## config.mk

```make
export PLATFORM = sky130hd
export DESIGN_NAME = pattern_scan_master
export DESIGN_NICKNAME = d
export VERILOG_FILES = /design/src/rtl/pattern_scan_master_pkg.sv /design/src/rtl/pattern_scan_master_shifter.sv /design/src/rtl/pattern_scan_master.sv
export SDC_FILE = /design/constraint.sdc
export NUM_CORES = 1
export LEC_CHECK = 0
export CAP_MARGIN = 20
export CELL_PAD_IN_SITES_DETAIL_PLACEMENT = 1
export CELL_PAD_IN_SITES_GLOBAL_PLACEMENT = 2
export CORE_MARGIN = 5
export CORE_UTILIZATION = 30
export CTS_BUF_LIST = sky130_fd_sc_hd__clkbuf_4 sky130_fd_sc_hd__clkbuf_8
export DETAILED_ROUTE_END_ITERATION = 7
export PLACE_DENSITY_LB_ADDON = 0.12
export SETUP_SLACK_MARGIN = 0.05
export SLEW_MARGIN = 20
export SYNTH_ARGS = -nofsm -noshare
export SYNTH_HDL_FRONTEND = slang
export SYNTH_SLANG_ARGS = --single-unit
```

## constraint.sdc

```tcl
create_clock -name clk -period 2.3 [get_ports clk]
set_clock_uncertainty 0.05 [all_clocks]
set_input_delay 0.46 -clock clk [delete_from_list [all_inputs] [get_ports clk]]
set_output_delay 0.46 -clock clk [all_outputs]
set_load 0.02 [all_outputs]
```

## src/rtl/pattern_scan_master_pkg.sv

```systemverilog
// Shared constants and state encoding for the pattern-buffer scan interface.
// The buffers block uses the same buffer geometry and address width, so the
// master and the far end always agree on chain length and select range.
package pattern_scan_master_pkg;

  localparam int BUFFER_SIZE  = 22;  // bytes per pattern buffer
  localparam int BUFFER_WIDTH = 8;   // bits per byte
  localparam int NO_BUFS      = 8;   // addressable buffers
  localparam int SADDR_W      = $clog2(NO_BUFS);  // 3-bit scan address

  typedef enum logic [1:0] {
    ST_IDLE  = 2'd0,
    ST_FETCH = 2'd1,
    ST_SHIFT = 2'd2,
    ST_DONE  = 2'd3
  } scan_state_e;

endpackage

```

## src/rtl/pattern_scan_master_shifter.sv

```systemverilog
// scan_byte_shifter: one byte worth of scan datapath.
//   clk, rst   : clock / async active-high reset
//   load       : parallel-load load_data into the transmit shift register
//   load_data  : byte to send, MSB first
//   shift      : chain shifts this edge; advance tx, capture sout, count bit
//   sout       : bit leaving the selected chain
//   tx_bit     : current transmit bit (tx MSB)
//   byte_out   : captured byte including the bit on sout this cycle
//   last       : this shift edge moves the final bit of the byte
module scan_byte_shifter #(
  parameter int W = 8
) (
  input  logic         clk,
  input  logic         rst,
  input  logic         load,
  input  logic [W-1:0] load_data,
  input  logic         shift,
  input  logic         sout,
  output logic         tx_bit,
  output logic [W-1:0] byte_out,
  output logic         last
);

  localparam int BTW = $clog2(W);

  logic [W-1:0]   tx_q;
  logic [W-2:0]   cap_q;   // bits already captured; sout supplies the newest
  logic [BTW-1:0] bit_cnt;

  assign tx_bit   = tx_q[W-1];
  assign byte_out = {cap_q, sout};
  assign last     = shift && (bit_cnt == BTW'(W - 1));

  always_ff @(posedge clk or posedge rst) begin
    if (rst) begin
      tx_q    <= '0;
      cap_q   <= '0;
      bit_cnt <= '0;
    end else if (load) begin
      tx_q    <= load_data;
      bit_cnt <= '0;
    end else if (shift) begin
      tx_q    <= {tx_q[W-2:0], 1'b0};
      cap_q   <= byte_out[W-2:0];
      bit_cnt <= last ? '0 : bit_cnt + 1'b1;
    end
  end

endmodule

```

## src/rtl/pattern_scan_master.sv

```systemverilog
// pattern_scan_master: host-side driver of the pattern-buffer scan chain.
// Streams buffer_size bytes into the chain selected by addr and returns the
// bytes pushed out of that chain as a readback stream.
//   clk, rst          : clock / async active-high reset
//   start, addr       : begin a load of buffer addr (only seen in IDLE)
//   busy, done        : load in progress / one-cycle completion pulse
//   in_data/valid/ready   : byte stream into the chain
//   out_data/valid/ready  : readback byte stream (single-entry register)
//   sin, ssel, saddr  : scan data, scan enable, buffer select
//   sout              : scan data returning from the selected chain
module pattern_scan_master
  import pattern_scan_master_pkg::*;
#(
  parameter int buffer_size  = BUFFER_SIZE,
  parameter int buffer_width = BUFFER_WIDTH
) (
  input  logic                    clk,
  input  logic                    rst,
  input  logic                    start,
  input  logic [SADDR_W-1:0]      addr,
  output logic                    busy,
  output logic                    done,
  input  logic [buffer_width-1:0] in_data,
  input  logic                    in_valid,
  output logic                    in_ready,
  output logic [buffer_width-1:0] out_data,
  output logic                    out_valid,
  input  logic                    out_ready,
  output logic                    sin,
  output logic                    ssel,
  output logic [SADDR_W-1:0]      saddr,
  input  logic                    sout
);

  localparam int BCW = $clog2(buffer_size + 1);
  localparam logic [BCW-1:0] LAST_BYTE = BCW'(buffer_size - 1);

  scan_state_e state_q, state_d;
  logic [BCW-1:0] byte_cnt;

  logic                    load, shift, last, tx_bit;
  logic [buffer_width-1:0] byte_out;
  logic                    drain_ok;

  // The readback register is free (or frees this edge). A new byte may only
  // start shifting when this holds, so the 8-cycle shift can never land on
  // an undrained byte.
  assign drain_ok = !out_valid || out_ready;

  scan_byte_shifter #(.W(buffer_width)) u_shifter (
    .clk       (clk),
    .rst       (rst),
    .load      (load),
    .load_data (in_data),
    .shift     (shift),
    .sout      (sout),
    .tx_bit    (tx_bit),
    .byte_out  (byte_out),
    .last      (last)
  );

  always_comb begin
    state_d  = state_q;
    in_ready = 1'b0;
    load     = 1'b0;
    shift    = 1'b0;
    done     = 1'b0;
    case (state_q)
      ST_IDLE:  if (start) state_d = ST_FETCH;
      ST_FETCH: begin
        in_ready = drain_ok;
        if (in_valid && drain_ok) begin
          load    = 1'b1;
          state_d = ST_SHIFT;
        end
      end
      ST_SHIFT: begin
        shift = 1'b1;
        if (last) state_d = (byte_cnt == LAST_BYTE) ? ST_DONE : ST_FETCH;
      end
      ST_DONE: if (drain_ok) begin
        done    = 1'b1;
        state_d = ST_IDLE;
      end
      default: state_d = ST_IDLE;
    endcase
  end

  // Scan outputs are decoded from the state register so an async reset
  // drops ssel in the same cycle.
  assign busy = (state_q != ST_IDLE);
  assign ssel = shift;
  assign sin  = shift & tx_bit;

  always_ff @(posedge clk or posedge rst) begin
    if (rst) begin
      state_q   <= ST_IDLE;
      saddr     <= '0;
      byte_cnt  <= '0;
      out_data  <= '0;
      out_valid <= 1'b0;
    end else begin
      state_q <= state_d;
      if (state_q == ST_IDLE && start) begin
        saddr    <= addr;
        byte_cnt <= '0;
      end
      if (last) byte_cnt <= byte_cnt + 1'b1;
      // A landing byte takes priority; it can only land when the register
      // was already empty, so nothing is overwritten.
      if (last) begin
        out_data  <= byte_out;
        out_valid <= 1'b1;
      end else if (out_ready) begin
        out_valid <= 1'b0;
      end
    end
  end

endmodule

```

# After elaboration in Yosys (flattened, before gate mapping)
# Index checks and enable logic that the tools add are counted.
# word_totals
ramBits,0
ff_bits,37
output_inout_bits,17
latch_bits,0
n_memories,0
elab_cells,54
input_bits,17
rom_bits,0
# op_classes
shift,0
multipliers,0
div,0
n_reduce_logical,12
order_cmp,0
addsub,2
n_bitwise,2
n_eq_ne,9
mux,21
# op_table
cell,count
$mux 8,2
$mux 2,5
$mux 5,2
$mux 3,3
$mux 1,8
$pmux 2 s4,1
$reduce_bool 2->1,4
$ne 2x2->1 const B,3
$add 5x1->5 const B,1
$eq 5x5->1 const B,1
$eq 2x2->1 const B,2
$reduce_and 4->1,1
$add 3x1->3 const B,1
$eq 3x3->1 const B,1
$logic_and 1x1->1,3
$eq 2x1->1 const B,1
$logic_not 2->1,1
$ne 2x1->1 const B,1
$reduce_and 2->1,1
$and 1x1->1,1
$logic_not 1->1,1
$logic_or 1x1->1,1
$not 1->1,1

# Logic depth before layout (Yosys ltp)
# depth
ltp_word,7
depth_mapped,6
ltp_nobuf,5

# Cells and area by module
# Synthesis repeated with hierarchy kept, for this count alone.
# unflattened
hier_cells,133
area_unflattened_um2,1704.1
# by_module_without_submodules
mod,cells_each,seq_area_each_um2,area_per_inst_um2,n_inst
pattern_scan_master,66,475.5,862.1,1
scan_byte_shifter,67,450.4,842.1,1

# Least setup slack after synthesis
# Ideal clock, no wire load.
# synth_path
path_type,register to register
start,register u_shifter.bit_cnt[0]
end,register out_data[0]
synth_period_minus_slack_ns,1.570
stages_incl_launch_ff,6
arrival_time_ns,1.392
setup_time_ns,0.128
t_required_ns,2.122
path_slack_ns,0.730
n_path_buf,1
cell_sequence,dfrtp_1 ha_1 ha_1 nand3b_4 buf_6 mux2_1
# synth_between
elab_chain_cells,2
# synth_rtl
element,line_no,rtl
from (decl),pattern_scan_master_shifter.sv:28,logic [BTW-1:0] bit_cnt;
from (signal assigned),pattern_scan_master_shifter.sv:45,bit_cnt <= last ? '0 : bit_cnt + 1'b1;
$eq 3x3->1,pattern_scan_master_shifter.sv:32,assign last = shift && (bit_cnt == BTW'(W - 1));
$logic_and 1x1->1,pattern_scan_master_shifter.sv:32,
to (signal assigned),pattern_scan_master.sv:112,out_data <= byte_out;
to (decl),pattern_scan_master.sv:26,"output logic [buffer_width-1:0] out_data,"
# No other way between the ends.
# A chain may end at the register's enable or synchronous reset.

# Worst setup path after layout
# layout_path
start,register state_q[0]
end,output busy
# layout_between
elab_chain_cells,1
# layout_rtl
element,line_no,rtl
from (decl),pattern_scan_master.sv:38,"scan_state_e state_q, state_d;"
from (signal assigned),pattern_scan_master.sv:103,state_q <= state_d;
$reduce_bool 2->1,pattern_scan_master.sv:91,assign busy = (state_q != ST_IDLE);
to (decl),pattern_scan_master.sv:21,"output logic busy,"
# No other way between the ends.

==> flow_metrics.tcl <==
set metrics [dict create \
    rsz0062_at_grt "false" \
    drc 0 \
    final_util_pct 40.2 \
    rows 27 \
    grt_pass1_vias 1345 \
    grt_remaining_overflow 0 \
    nets 213 \
    finalSetupViolations 0 \
    dr.pass1.iters 3 \
    clock_path_buffers 2 \
    start_util_pct 31.2 \
    wl_per_cell_um 15.1 \
    ctsRootBufferMaster "clkbuf_8" \
    worstPathRequired_ps 1790 \
    drv_cap 0 \
    path_cells "buf_4 > or2_1 > clkdlybuf4s50_1" \
    chipHeight_um 85.9 \
    portBuffers 33 \
    diodes 0 \
    met3_usage_pct 4.42 \
    async_flop_share_pct 100 \
    stdcell_count 264 \
    ys_warn_count 0 \
    cp_data_arrival_time_ps 1610 \
    post_dp_cell_area_um2 2140 \
    vias 1276 \
    critical-path-max-stage-delay_ps 530 \
    design_area_um2 2230 \
    internal_power_mw 1.58 \
    post_cts_buffers 0 \
    seq_power_share_pct 40.6 \
    hold_violations 0 \
    cp.buffers_inverters 2 \
    leakagePower_nw 1.09 \
    grt_max_degree 38 \
    p_per_area_nw_per_um2 1110 \
    syn_inst 153 \
    slowest_stage "clkdlybuf4s50_1" \
    path_max_fanout 16 \
    drt_iter0_drc 35 \
    switchingPower_mw 0.876 \
    end_kind "output port" \
    peakVddDrop_v 0.000449 \
    die_area_um2 7390 \
    cts_made_buffers 5 \
    switching_share_pct 35.6 \
    ys_seq_area_share_pct 53.5 \
    antenna_left 0 \
    ioPinCount 34 \
    min_path_cells 2 \
    clock.fmax_ghz 0.472 \
    cp.depth 3 \
    htree_levels 2 \
    clock_latency_ps 280 \
    yosysUniqueCellTypes 38 \
    crit_family "buffers and inverters" \
    cts_tree "done" \
    synth_edf_count 0 \
    timing.final.ws_setup_ps 180 \
    wl_um 3990 \
    power.total_mw 2.46 \
    synth_ff_type "dfrtp_1" \
    drive_above_1_share_pct 11.5 \
    outcome "complete, no violations" \
    pwr-share-clk_pct 18.9 \
    synthToLayoutAreaGrowth_pct 28.6 \
    crit_path_start_kind "flip-flop" \
    routabilityCongestion 0.689 \
    relSlewSlack_pct 67.1 \
    combPwrFrac_pct 40.5 \
    clkSinkCount 37 \
    syn_area_um2 1730 \
    avgSynthCellArea_um2 11.3 \
    place_inst 257 \
    clk_pin_slew_worst_paths_ps 70 \
    hp-class "reg -> reg" \
    fin_crit_sh_pct 92.2 \
    busiest_layer "met2" \
    grtUsageMet1_pct 14.8 \
    place_ws_ps -54.6 \
    ff2ff_path_depth 5 \
    worst_slew_pin_slew_ps 493 \
    final_cell_mix "dfrtp_1 (36), clkdlybuf4s50_1 (31), nand2_1 (30)" \
    syn_nets 174 \
    fillers 624 \
    grt_pass1_wl_um 6940 \
    cts_hold_buffers 0 \
    hpwl_um 2880 \
    core_area_um2 5540 \
    antenna_found_initial 0 \
    grt_usage_pct 12.0 \
    layout.cells.most_common "dfrtp_1" \
    path_class "reg -> out" \
    die_x_um 85.9 \
    final_max_slew_viol_count 0 \
    ys_ff_latch 37 \
    met2_usage_pct 19.2 \
    viasPerCell 4.83 \
    fin_crit_ps 2120 \
]
## worst min-delay path, delay by kind of cell (launching register included)
family / cells / cell delay, ps
flip-flops: 1 / 340
AND/OR/NAND/NOR: 2 / 110
## layer usage
metal | routed length [um] | share of wire (%)
met1 | 1730 | 43
met4 | 52 | 1.3
met2 | 1990 | 50
met5 | 0 | 0
met3 | 217 | 5.4
## per-stage QoR
stage / hold WS [ps] / TNS [ps]
2_1_floorplan: 388 / 0
3_5_place_dp: 422 / -60.5
3_3_place_gp: 404 / -10.3
4_1_cts: 437 / 0
6_report: 428 / 0
5_1_grt: 460 / 0
## worst paths after layout
kind / start / to / slack, ps
min in group asynchronous: rst / byte_cnt[2] / 550
max in group asynchronous: rst / state_q[1] / 1280
worst min-delay path: u_shifter.cap_q[6] / u_shifter.cap_q[6] / 430
worst max register to register: u_shifter.bit_cnt[0] / byte_cnt[2] / 620
worst max-delay path: state_q[0] / busy / 180
worst min register to register: u_shifter.cap_q[6] / u_shifter.cap_q[6] / 430
## layout make-up
type	count	area [um2]	area share [%]
sequential	37	927	41.7
clock buffer	7	90.1	4.05
tap	72	90.1	4.05
inverter	4	15.0	0.675
multi-input combinational	103	716	32.2
timing repair buffer	41	388	17.4
## cell families (layout without fill, tap and decap cells)
logic type	count (synthesis)	after routing	share of synthesized area, %
and+or+nand+nor	61	61	20.0
DFF	37	37	53.5
AOI/OAI and AO/OA	20	20	7.38
muxes	17	17	10.6
buffers and inverters	13	52	5.13
adders and majority gates	4	4	2.89
xor gates and xnor gates	1	1	0.506
## power by group through the flow
stage | Sequential [mW] | Clock (mW) | Combinational [mW]
6_report | 0.999 | 0.465 | 0.996
5_1_grt | 1.03 | 0.519 | 1.13
4_1_cts | 1.00 | 0.486 | 1.03
3_5_place_dp | 1.02 | 0 | 1.03
3_3_place_gp | 1.00 | 0 | 0.997
2_1_floorplan | 1.05 | 0 | 0.606
## registers in the layout, summed over array words and instances, names as in the netlist
name and cells:
out_valid 1, saddr 3, u_shifter.cap_q 7, state_q 2
byte_cnt 5, u_shifter.tx_q 8, u_shifter.bit_cnt 3, out_data 8
## cells in the mapped netlist, types with 2 or more instances
master | n | area share [%]
nand4_1 | 8 | 2.9
a211o_1 | 2 | 1.0
nand3b_1 | 2 | 0.87
mux2_1 | 11 | 7.2
inv_1 | 3 | 0.65
nor2b_1 | 2 | 0.72
buf_6 | 5 | 3.3
nor2_1 | 2 | 0.43
ha_1 | 4 | 2.9
mux2i_1 | 6 | 3.5
nor3b_1 | 2 | 0.87
nand2_1 | 30 | 6.5
o21ai_1 | 11 | 3.2
clkbuf_1 | 2 | 0.43
dfrtp_1 | 37 | 54
buf_2 | 2 | 0.58
nand3_1 | 3 | 0.87
## timing repair
item | in CTS | in global routing
resized for setup | 2 | 1
hold endpoints to repair | 0 | 0
endpoints found under the setup margin | 2 | 1
No activity file was read; power rests on OpenSTA's default activity.
